## src/rtl/led_display_pkg.sv

```systemverilog
// Shared constants for the seven-segment display path: segment patterns and
// digit-enable encodings.
package led_display_pkg;

    typedef logic [1:0] sel_t;
    typedef logic [6:0] seg_t;   // {g, f, e, d, c, b, a}
    typedef logic [3:0] led_t;   // {led4, led3, led2, led1}, active-low

    localparam seg_t SEG_BLANK = 7'b0000000;

    // Codes 10-15 are not valid BCD and map to a blank digit
    localparam seg_t SEG_TABLE [16] = '{
        7'b0111111, 7'b0000110, 7'b1011011, 7'b1001111,
        7'b1100110, 7'b1101101, 7'b1111101, 7'b0000111,
        7'b1111111, 7'b1101111, SEG_BLANK,  SEG_BLANK,
        SEG_BLANK,  SEG_BLANK,  SEG_BLANK,  SEG_BLANK
    };

    localparam led_t LED_ALL_OFF = 4'b1111;

    // Indexed by scan position 0..3 (digit 1..4)
    localparam led_t LED_SEL [4] = '{4'b1110, 4'b1101, 4'b1011, 4'b0111};

endpackage

```

## src/rtl/seg7_decode.sv

```systemverilog
// Combinational BCD to seven-segment decoder; non-BCD codes give a blank digit.
module seg7_decode
    import led_display_pkg::*;
(
    input  logic [3:0] bcd,
    output logic [6:0] seg
);

    always_comb begin
        seg = SEG_TABLE[bcd];
    end

endmodule

```

## src/rtl/led_display.sv

```systemverilog
// Four-digit multiplexed seven-segment driver: scans one digit per SCAN_DIV
// clocks onto a shared, registered segment bus with active-low digit enables.
module led_display
    import led_display_pkg::*;
#(
    parameter int unsigned SCAN_DIV = 1,
    parameter int unsigned DP_DIGIT = 3
) (
    input  logic       clk,
    input  logic       rst,
    input  logic [3:0] numcount1_out,
    input  logic [3:0] numcount2_out,
    input  logic [3:0] numcount3_out,
    input  logic [3:0] numcount4_out,
    output logic       a,
    output logic       b,
    output logic       c,
    output logic       d,
    output logic       e,
    output logic       f,
    output logic       g,
    output logic       h,
    output logic       led1,
    output logic       led2,
    output logic       led3,
    output logic       led4
);

    localparam int unsigned DIV_W = (SCAN_DIV > 1) ? $clog2(SCAN_DIV) : 1;
    localparam logic [DIV_W-1:0] DIV_LAST = DIV_W'(SCAN_DIV - 1);

    logic [DIV_W-1:0] div_q, div_d;
    sel_t             sel_q, sel_d;
    logic [3:0]       digit_mux;
    seg_t             seg_dec;
    logic             dp_hit;

    seg_t seg_q;
    logic h_q;
    led_t led_q;

    always_comb begin
        digit_mux = numcount1_out;
        unique case (sel_q)
            2'd0: digit_mux = numcount1_out;
            2'd1: digit_mux = numcount2_out;
            2'd2: digit_mux = numcount3_out;
            2'd3: digit_mux = numcount4_out;
            default: digit_mux = numcount1_out;
        endcase
    end

    seg7_decode u_decode (
        .bcd (digit_mux),
        .seg (seg_dec)
    );

    // DP_DIGIT of 0 never matches, so the decimal point stays dark
    always_comb begin
        dp_hit = (DP_DIGIT != 0) && ((32'(sel_q) + 32'd1) == DP_DIGIT);
    end

    always_comb begin
        div_d = div_q + 1'b1;
        sel_d = sel_q;
        if (div_q == DIV_LAST) begin
            div_d = '0;
            sel_d = sel_q + 2'd1;
        end
    end

    always_ff @(posedge clk or posedge rst) begin
        if (rst) begin
            div_q <= '0;
            sel_q <= '0;
            seg_q <= SEG_BLANK;
            h_q   <= 1'b0;
            led_q <= LED_ALL_OFF;
        end else begin
            div_q <= div_d;
            sel_q <= sel_d;
            seg_q <= seg_dec;
            h_q   <= dp_hit;
            led_q <= LED_SEL[sel_q];
        end
    end

    assign a    = seg_q[0];
    assign b    = seg_q[1];
    assign c    = seg_q[2];
    assign d    = seg_q[3];
    assign e    = seg_q[4];
    assign f    = seg_q[5];
    assign g    = seg_q[6];
    assign h    = h_q;
    assign led1 = led_q[0];
    assign led2 = led_q[1];
    assign led3 = led_q[2];
    assign led4 = led_q[3];

endmodule

```

## config.mk

```make
export PLATFORM = sky130hd
export DESIGN_NAME = led_display
export DESIGN_NICKNAME = d
export VERILOG_FILES = /design/src/rtl/led_display_pkg.sv /design/src/rtl/seg7_decode.sv /design/src/rtl/led_display.sv
export SDC_FILE = /design/constraint.sdc
export NUM_CORES = 1
export LEC_CHECK = 0
export BUFFER_PORTS_ARGS = -buffer_cell sky130_fd_sc_hd__clkbuf_2
export CAP_MARGIN = 40
export CORE_MARGIN = 10
export CORE_UTILIZATION = 33
export DETAILED_ROUTE_END_ITERATION = 10
export GPL_ROUTABILITY_DRIVEN = 0
export PLACE_DENSITY = 0.65
export SYNTH_ARGS = -nofsm -noshare
export SYNTH_HDL_FRONTEND = slang
export SYNTH_SLANG_ARGS = --single-unit
export TNS_END_PERCENT = 1
```

## constraint.sdc

```tcl
create_clock -name clk -period 2.38 [get_ports clk]
set_input_delay 0.476 -clock clk [delete_from_list [all_inputs] [get_ports clk]]
set_output_delay 0.476 -clock clk [all_outputs]
set_load 0.005 [all_outputs]
```

==> reports/qor.yml <==
status: "completed"
top_level_ports: 30
via_per_inst: 4.38
synth.avg_cell_area_sq_um: 11.4
crit_type: "reg2reg"
cts_tree: "yes"
grt_antenna_before_repair: 0
leakagePower_nw: 0.553
vias: 569
die_w_um: 69.3
grt_pass1_wl_um: 2670
drc_errors: 0
startpoint_type: "flip-flop"
cts_root_buf: "clkbuf_4"
port_buffers: 29
nNetsFinal: 133
mostFrequentLayoutCells: "clkbuf_2, inv_1, ha_1"
ir_drop_uv: 242
drt_wl_total_um: 1600
dieHeight_um: 69.3
cp-end-kind: "flip-flop"
cts.sinks: 14
worst_pin_slew_ps: 663
synthesis.nets: 100
grt_remaining_overflow: 0
power.total_w: 0.000454
skew_ps: 1.23
power.density_nw_per_um2: 453
grt_pass1_vias: 601
cp.required_ps: 2580
layout_commonest_cell: "clkbuf_2"
drive_gt1_share_pct: 40.2
crit_slowest_cell: "dfrtp_1"
synth_edf_count: 0
synthFlopType: "dfrtp_1"
synthesis.area_sq_um: 801
critical_path_arrival_ps: 2390
syn_to_final_growth_pct: 25.2
initial_core_util_pct: 35.5
drt_pass1_iterations: 4
final_cell_area_sq_um: 1000
yosys_warnings: 0
setup-violations-final: 0
post_cts_buffers: 0
path_clk_slew_ps: 70
placed_area_sq_um: 976
async_reset_ff_share_pct: 100
clockBufferDepth: 2
min_path_type: "in2async"
fmax_mhz: 458
fin_crit_sh_pct: 91.8
fp-row-count: 17
fin_crit_ps: 2180
timing.final.hold_violations: 0
coreArea_sq_um: 2250
hpwl_um: 1380
drtIter0Drc: 24
rsz0062_at_grt: "false"
cap_violations: 0
worst_path_largest_cell_delay_ps: 380
grtUsageTotal_pct: 6.84
slew_headroom_pct: 54.6
htreeDepth: 1
path_max_fanout: 7
synth-seq-area-share_pct: 44.4
worstSkewPairLatency_ps: 270
synthDistinctLibCells: 19
fp.dieArea_sq_um: 4800
ys_seq_elements: 14
slew_viol_final: 0
wire_per_inst_um: 12.3
grt_max_degree: 15
fin_tns_setup_ps: 0
crit_path_cell_trace: "inv_1, ha_1, a222oi_1, mux2_2, inv_1, ha_1, mux2_1, o21ai_1"
num_antenna_cells: 0
drtAntennaViolNets: 0
cts_made_buffers: 3
netlist_instances: 70
kinds of logic (layout without fill, tap and decap cells):
logic type	after synthesis	in the layout	share of synthesized area, %
buf+inv	17	49	8.12
simple gates	5	5	3.28
flops	14	14	44.4
compound gates	11	11	10.2
fa+ha+maj	12	12	18.7
mux	11	11	15.3
synthesized netlist by cell type, drive strengths merged (2+ instances only):
cell / n / area [sq um]
inv: 16 / 60.1
ha: 12 / 150
dfrtp: 10 / 250
mux2i: 7 / 70.1
o21ai: 5 / 28.8
a222oi: 4 / 40.0
dfstp: 4 / 105
mux2: 4 / 52.6
nand2: 2 / 7.51
nand3: 2 / 15.0
layer usage:
layer  GRT usage (%)  vias up  wire, um
met5               0        -         0
met4            6.65        0        58
met3            3.00        4       144
met2            10.1       21       707
met1            7.00      244       690
li1                -      300         -
worst max-delay path: cells and delay by family (launching register included):
| kind | cells | cell delay, ps |
|---|---|---|
| muxes | 2 | 580 |
| AOI/OAI and AO/OA | 2 | 450 |
| adders and majority gates | 2 | 490 |
| DFF | 1 | 380 |
| buffers and inverters | 2 | 200 |
stage by stage:
| step | setup WS, ps | cells | util [%] | hold slack (ps) |
|---|---|---|---|---|
| finish | 196 | 130 | 44.5 | 189 |
| CTS | 193 | 130 | 44.5 | 203 |
| detailed placement | 219 | 126 | 43.3 | 506 |
| global route | 6.15 | 130 | 44.5 | 220 |
| global placement | 285 | 126 | 43.3 | 503 |
| floorplan | 389 | 70 | - | 362 |
power by group:
part | switching, W | internal [W] | leakage, nW
Sequential | 0.00000250 | 0.000248 | 0.165
Clock | 0.0000681 | 0.0000651 | 0.0150
Combinational | 0.0000355 | 0.0000352 | 0.373
Total | 0.000106 | 0.000348 | 0.553
worst paths after layout:
check | from | endpoint | slack [ps] | cells after the start
setup reg to reg | sel_q[0]$_DFF_PP0_ | seg_q[6]$_DFF_PP0_ | 200 | 8
setup / recovery | sel_q[0]$_DFF_PP0_ | seg_q[6]$_DFF_PP0_ | 200 | 8
max in group asynchronous | rst | led_q[0]$_DFF_PP1_ | 1840 | 2
hold reg to reg | sel_q[0]$_DFF_PP0_ | sel_q[0]$_DFF_PP0_ | 550 | 1
min in group clk | sel_q[0]$_DFF_PP0_ | sel_q[0]$_DFF_PP0_ | 550 | 1
hold / removal | rst | sel_q[0]$_DFF_PP0_ | 190 | 2
layout make-up:
type / count / area [sq um]
repair buffers: 29 / 145
clock buffers: 4 / 26.3
well taps: 28 / 35.0
fillers: 228 / 1250
inverters: 16 / 60.1
multi-input cells: 39 / 380
flip-flops and latches: 14 / 355
repair_timing:
| item | in CTS | in global routing |
|---|---|---|
| hold endpoints to repair | 0 | 0 |
| gates resized for setup | 0 | 0 |
| setup endpoints to repair | 0 | 1 |
| hold buffers | 0 | 0 |
state kept, by name, summed over array words and instances (netlist names):
signal / count
h: 1
led_q: 4
seg_q: 7
sel_q: 2
Note: power is estimated with default switching activity, not from simulation.
